File: src/rtl/fib_port_pkg.sv
// Shared definitions for the Fibonacci test-port writer and its result checker,
// so both ends agree on the port address and framing symbols.
package fib_port_pkg;

    typedef enum logic [1:0] {
        ST_IDLE,
        ST_WRITE,
        ST_GAP,
        ST_FIN
    } state_t;

    typedef enum logic [1:0] {
        PH_BEG,
        PH_UP,
        PH_DOWN,
        PH_END
    } phase_t;

    localparam logic [29:0] TEST_PORT = 30'h40;
    localparam logic [31:0] BEGIN_SYM = 32'h0000_0932;
    localparam logic [31:0] END_SYM   = 32'h0000_0D5D;

    // Word carried by a write in the given phase; UP/DOWN carry the current term.
    function automatic logic [31:0] phase_word(input phase_t ph, input logic [31:0] term);
        case (ph)
            PH_BEG:  return BEGIN_SYM;
            PH_END:  return END_SYM;
            default: return term;
        endcase
    endfunction

endpackage

File: src/rtl/fib_step_unit.sv
// Combinational Fibonacci step: forward (a,b)->(b,a+b) or backward (a,b)->(b-a,a).
// Zero latency; no handshake.
module fib_step_unit (
    input  logic        down,
    input  logic [31:0] a,
    input  logic [31:0] b,
    output logic [31:0] a_nxt,
    output logic [31:0] b_nxt
);

    always_comb begin
        a_nxt = b;
        b_nxt = a + b;
        if (down) begin
            a_nxt = b - a;
            b_nxt = a;
        end
    end

endmodule

File: src/rtl/fib_port_writer.sv
// Bus initiator writing BEGIN, Fibonacci terms up then down, END to the test port.
// Latency: wen rises one cycle after an accepted start; each write is >=1 cycle plus GAP_CYC idle.
// Backpressure: stall freezes the in-flight write; gaps ignore stall. FIB_WRITER_ERR_INJECT_EN adds err_inj.
module fib_port_writer
    import fib_port_pkg::*;
#(
    parameter int N_TERMS = 16,
    parameter int GAP_CYC = 1
`ifdef FIB_WRITER_ERR_INJECT_EN
    ,
    parameter int ERR_IDX = 5
`endif
) (
    input  logic        clk,
    input  logic        rst,
    input  logic        start,
    input  logic        stall,
`ifdef FIB_WRITER_ERR_INJECT_EN
    input  logic        err_inj,
`endif
    output logic [29:0] addr,
    output logic [31:0] data,
    output logic        wen,
    output logic        busy,
    output logic        done,
    output logic [5:0]  wr_cnt
);

    state_t      state;
    phase_t      phase;
    logic [31:0] a;
    logic [31:0] b;
    logic [31:0] a_nxt;
    logic [31:0] b_nxt;
    logic [4:0]  term_idx;
    logic [3:0]  gap_cnt;
    logic        fin_pend;
    logic        last_term;
    logic [31:0] next_word;

`ifdef FIB_WRITER_ERR_INJECT_EN
    logic        err_lat;
`endif

    fib_step_unit u_step (
        .down  (phase == PH_DOWN),
        .a     (a),
        .b     (b),
        .a_nxt (a_nxt),
        .b_nxt (b_nxt)
    );

    assign last_term = (term_idx == 5'(N_TERMS - 1));

    // Word for the write about to be issued; phase and a already reflect the last completion.
    always_comb begin
        next_word = phase_word(phase, a);
`ifdef FIB_WRITER_ERR_INJECT_EN
        if (err_lat && (phase == PH_UP || phase == PH_DOWN) && wr_cnt == 6'(ERR_IDX))
            next_word = next_word ^ 32'd1;
`endif
    end

    always_ff @(posedge clk or posedge rst) begin
        if (rst) begin
            state    <= ST_IDLE;
            phase    <= PH_BEG;
            addr     <= '0;
            data     <= '0;
            wen      <= 1'b0;
            busy     <= 1'b0;
            done     <= 1'b0;
            wr_cnt   <= '0;
            a        <= '0;
            b        <= 32'd1;
            term_idx <= '0;
            gap_cnt  <= '0;
            fin_pend <= 1'b0;
`ifdef FIB_WRITER_ERR_INJECT_EN
            err_lat  <= 1'b0;
`endif
        end else begin
            case (state)
                ST_IDLE, ST_FIN: begin
                    if (start) begin
                        state    <= ST_WRITE;
                        phase    <= PH_BEG;
                        busy     <= 1'b1;
                        done     <= 1'b0;
                        wr_cnt   <= '0;
                        a        <= '0;
                        b        <= 32'd1;
                        term_idx <= '0;
                        fin_pend <= 1'b0;
                        addr     <= TEST_PORT;
                        data     <= BEGIN_SYM;
                        wen      <= 1'b1;
`ifdef FIB_WRITER_ERR_INJECT_EN
                        err_lat  <= err_inj;
`endif
                    end
                end

                ST_WRITE: begin
                    if (!stall) begin
                        wen     <= 1'b0;
                        wr_cnt  <= wr_cnt + 6'd1;
                        gap_cnt <= 4'(GAP_CYC);
                        state   <= ST_GAP;
                        case (phase)
                            PH_BEG: phase <= PH_UP;
                            PH_UP: begin
                                // Peak term is written twice: turn around without stepping.
                                if (last_term) begin
                                    phase    <= PH_DOWN;
                                    term_idx <= '0;
                                end else begin
                                    a        <= a_nxt;
                                    b        <= b_nxt;
                                    term_idx <= term_idx + 5'd1;
                                end
                            end
                            PH_DOWN: begin
                                if (last_term) begin
                                    phase <= PH_END;
                                end else begin
                                    a        <= a_nxt;
                                    b        <= b_nxt;
                                    term_idx <= term_idx + 5'd1;
                                end
                            end
                            PH_END: fin_pend <= 1'b1;
                            default: ;
                        endcase
                    end
                end

                ST_GAP: begin
                    if (gap_cnt <= 4'd1) begin
                        gap_cnt <= '0;
                        if (fin_pend) begin
                            state    <= ST_FIN;
                            busy     <= 1'b0;
                            done     <= 1'b1;
                            fin_pend <= 1'b0;
                        end else begin
                            state <= ST_WRITE;
                            data  <= next_word;
                            wen   <= 1'b1;
                        end
                    end else begin
                        gap_cnt <= gap_cnt - 4'd1;
                    end
                end

                default: state <= ST_IDLE;
            endcase
        end
    end

endmodule
File: config.mk
export PLATFORM = sky130hd
export DESIGN_NAME = fib_port_writer
export DESIGN_NICKNAME = d
export VERILOG_FILES = /design/src/rtl/fib_port_pkg.sv /design/src/rtl/fib_step_unit.sv /design/src/rtl/fib_port_writer.sv
export SDC_FILE = /design/constraint.sdc
export NUM_CORES = 1
export LEC_CHECK = 0
export BUFFER_PORTS_ARGS = -buffer_cell sky130_fd_sc_hd__buf_2
export CORE_ASPECT_RATIO = 1.4
export CORE_MARGIN = 5
export CORE_UTILIZATION = 58
export DETAILED_ROUTE_END_ITERATION = 8
export PLACE_DENSITY = 0.82
export SLEW_MARGIN = 5
export SYNTH_ARGS = -nofsm -noshare
export SYNTH_HDL_FRONTEND = slang
export SYNTH_SLANG_ARGS = --single-unit
File: constraint.sdc
create_clock -name clk -period 3.9 [get_ports clk]
set_input_delay 0.39 -clock clk [delete_from_list [all_inputs] [get_ports clk]]
set_output_delay 0.39 -clock clk [all_outputs]
set_load 0.005 [all_outputs]
==> run metrics <==
final wirelength=roughly 24000 um; Leakage=about 4.6 nW; RSZ-0062 raised after global routing=false; f_max=~290 MHz; vias in the first global route=a little under 8000; Mapped Avg Cell Area=8.22 um2; gpl congestion=~0.95; Num CTS Buffers=17; # clock sinks=120; GR Util All Layers=about a quarter; Hold WC Path Type=input port to asynchronous set/reset pin; clock latency on the worst-skew pair=between 0.4 and 0.5 ns; HPWL Detailed=17000 um; core footprint=around 15000 um2; Synth Area in Compound Gates=26.2%; hold buffers post-CTS=0; first-pass GRT wire length=a little under 40000 um; share of the synthesized area in the top cell type=around 33%; Routed WL per cell=approximately 18 um; Max Clock Skew=just under 0.01 ns; Relative slew margins=27.9%; initial antenna violation count=0; crit-path max cell delay=around 0.58 ns; Die Ht=about 160 um; Req. time, crit path=4.26 ns; vias after detailed routing=approximately 8000; Initial Util=58.5%; worst-path cell chain=inv_1 > ha_1 > inv_1 > a21oi_2 > o31ai_1 > a221oi_2 > o221ai_2 > o41ai_2 > o21ai_1 > a21o_1 > a211o_1 > nand3_1; largest net degree at the start of global routing=63; Post-synth EDFFs=0; ys flop type=dfrtp_1; Top Usage Layer GRT=met2; Max FO, Critical Path=10; violation count after the first detailed-routing iteration=about 700; Netlist Area Pre-Place=9050 um2; Cell Rows=between 50 and 60; Clock Tree Buf Depth=2; post-synthesis adder-cell area fraction=between 10% and 20%; Yosys reg bits=120; DRT Pass-1 Iters=5; post-cts sizing count=0; Routed Antenna Nets=0; Peak VDD IR=approximately 0.00056 V; register area share after synthesis=33.2%; Distinct cells, synth=76; Setup-failing EPs final=0; met3 Track Usage GR=under 10%; Startpoint Class=register; Post-Synth XOR/XNOR Area=5.13%; Port-buffer cells=45; # DRC=0; Area Growth Syn to Fin=9.01%; Synth Instances=1102; CTS tree=yes; min Tclk post-route=around 3.4 ns; Synth async-reset ratio=100%; clk root buf=clkbuf_16; largest family of logic cells by synthesized area=compound AO/OA/AOI/OAI gates; dominant cell type by area after synthesis=dfrtp_1; Synth Area in Simple Gates=about 15%; crit path max-delay cell type=o41ai_2; GRT met1 Usage=31.0%; gr ovfl total=0; Worst-Margin Slew=between 1 and 1.5 ns; width of the die=approximately 120 um; CP dominant cell by count=inv_1; Hold Slack=between 0.1 and 0.15 ns; WP data arrival=3.75 ns; Setup Buffers After CTS=0; nets=1198; full die area=between 15000 and 20000 um2; I/O pin cnt=75; Yosys warning total=0; multiplexer share of the synthesized area=about 1.3%; status=finished clean; met2 usage=between 40% and 50%; post-route setup TNS=0 ns; top cells by area, synth=dfrtp_1 33%, ha_1 10%, o21ai_0 5.1%, a21oi_1 5.0%, nand2_1 5.0%; share of cells above drive strength 1=between 10% and 20%; Final Hold Vio Count=0; setup slack, reg-to-reg=~0.51 ns; PwrDens=717 nW/um2; CP Class=register to register; Max Slew Vio Count=0; clock transition at the registers of the reported paths=approximately 0.060 ns; CP endpoint kind=register; drt via density=around 6.1; Final Cycle Share=87.0%; Inserted Diodes=0; # Max-Cap Violations=0; H-tree levels=4
-- synth_stat cells, drive strengths merged (2+ instances only) --
cell type / n
a2111oi: 2
a211o: 2
a211oi: 9
a21boi: 2
a21o: 9
a21oi: 94
a221o: 4
a221oi: 6
a22o: 8
a22oi: 27
a31oi: 9
a32oi: 2
and2: 6
and3: 6
buf: 48
clkbuf: 42
dfrtp: 119
fa: 2
ha: 73
inv: 77
mux2i: 11
nand2: 121
nand2b: 11
nand3: 13
nand4: 7
nor2: 88
nor2b: 10
nor3: 22
nor4: 7
o211ai: 6
o21a: 8
o21ai: 105
o21bai: 18
o221ai: 3
o22ai: 2
o31ai: 37
or2: 3
or3: 7
xnor2: 45
xor2: 8
-- registers in the layout, indices dropped and copies added, names as in the netlist, 2 cells and up --
register,count
a,32
b,32
data,32
gap_cnt,4
phase,2
state,2
term_idx,5
wr_cnt,6
-- report_power, final --
| group | switching (mW) | total [mW] | internal (mW) |
|---|---|---|---|
| clock network | 0.623 | 1.54 | 0.913 |
| registers | 0.160 | 1.56 | 1.40 |
| logic | 2.53 | 3.98 | 1.45 |
-- worst max-delay path: cells and delay by family (launching register included) --
family                   cells  cell delay (ns)
flip-flops                   1             0.46
AO/OA/AOI/OAI                8             2.06
buffers and inverters        2             0.25
adder cells (fa/ha/maj)      1             0.48
AND/OR/NAND/NOR              1             0.08
-- area by class of cell --
class,instances,area (um2)
clock inverters,13,121
inverters,78,295
flip-flops and latches,120,3000
well taps,196,245
clock buffers,19,453
fillers,1308,5600
multi-input cells,842,5400
repair buffers,60,350
-- metrics by stage --
step	cell area (um2)	power [mW]	util [%]	instances	setup WS, ns
after CTS	9870	7.04	63.8	1328	0.547
after detailed placement	9300	5.48	60.1	1296	0.571
after global placement	9300	5.42	60.1	1296	0.557
final	9870	7.08	63.8	1328	0.508
after floorplan	9160	4.55	-	1130	0.326
after global routing	9870	7.54	63.8	1328	0.332
-- kinds of logic after synthesis --
| logic type | count (synthesis) |
|---|---|
| compound gates | 366 |
| xor+xnor | 53 |
| fa+ha+maj | 75 |
| buf+inv | 168 |
| flops | 120 |
| mux | 12 |
| other cells | 1 |
| simple gates | 307 |
-- metal layers --
| metal | wire length, um | vias to the layer above | part of all wire, % |
|---|---|---|---|
| li1 | - | 3860 | - |
| met1 | 9490 | 3803 | 40 |
| met2 | 11800 | 285 | 50 |
| met3 | 1110 | 88 | 4.7 |
| met4 | 1170 | 0 | 5.0 |
| met5 | 0 | - | 0 |
-- cells in the final DEF, fill, tap and decap left out, types with 6 or more instances in the layout --
cell type / synthesis / routed
buf_4: 31 / 14
and2_1: 6 / 6
o21ai_0: 93 / 93
a21o_1: 9 / 9
o21ai_1: 11 / 11
a31oi_1: 9 / 9
xor2_1: 8 / 8
nand2b_1: 11 / 11
nand2_1: 121 / 119
or3_1: 6 / 6
nor4_1: 7 / 6
o211ai_1: 6 / 6
o21bai_1: 17 / 17
o31ai_1: 36 / 36
xnor2_1: 45 / 45
inv_1: 77 / 76
nand4_1: 7 / 7
dfrtp_1: 119 / 119
mux2i_1: 11 / 11
a211oi_1: 9 / 9
nand3_1: 13 / 13
nor3_1: 22 / 22
and3_1: 6 / 6
clkbuf_16: 0 / 17
a22o_1: 8 / 8
o21a_1: 8 / 8
nor2_1: 88 / 88
a21oi_1: 91 / 91
ha_1: 73 / 72
a22oi_1: 27 / 27
nor2b_1: 10 / 10
conb_1: 1 / 29
buf_2: 5 / 45
-- final timing paths --
| check | from | endpoint | cells past startpoint |
|---|---|---|---|
| max | a[10] | b[31] | 12 |
| min | rst | wr_cnt[4] | 2 |
| max reg2reg | a[10] | b[31] | 12 |
| min reg2reg | data[31] | data[31] | 2 |
| max in group asynchronous | rst | b[0] | 3 |
| min in group clk | start | busy | 3 |
Note: power is estimated with default switching activity, not from simulation.
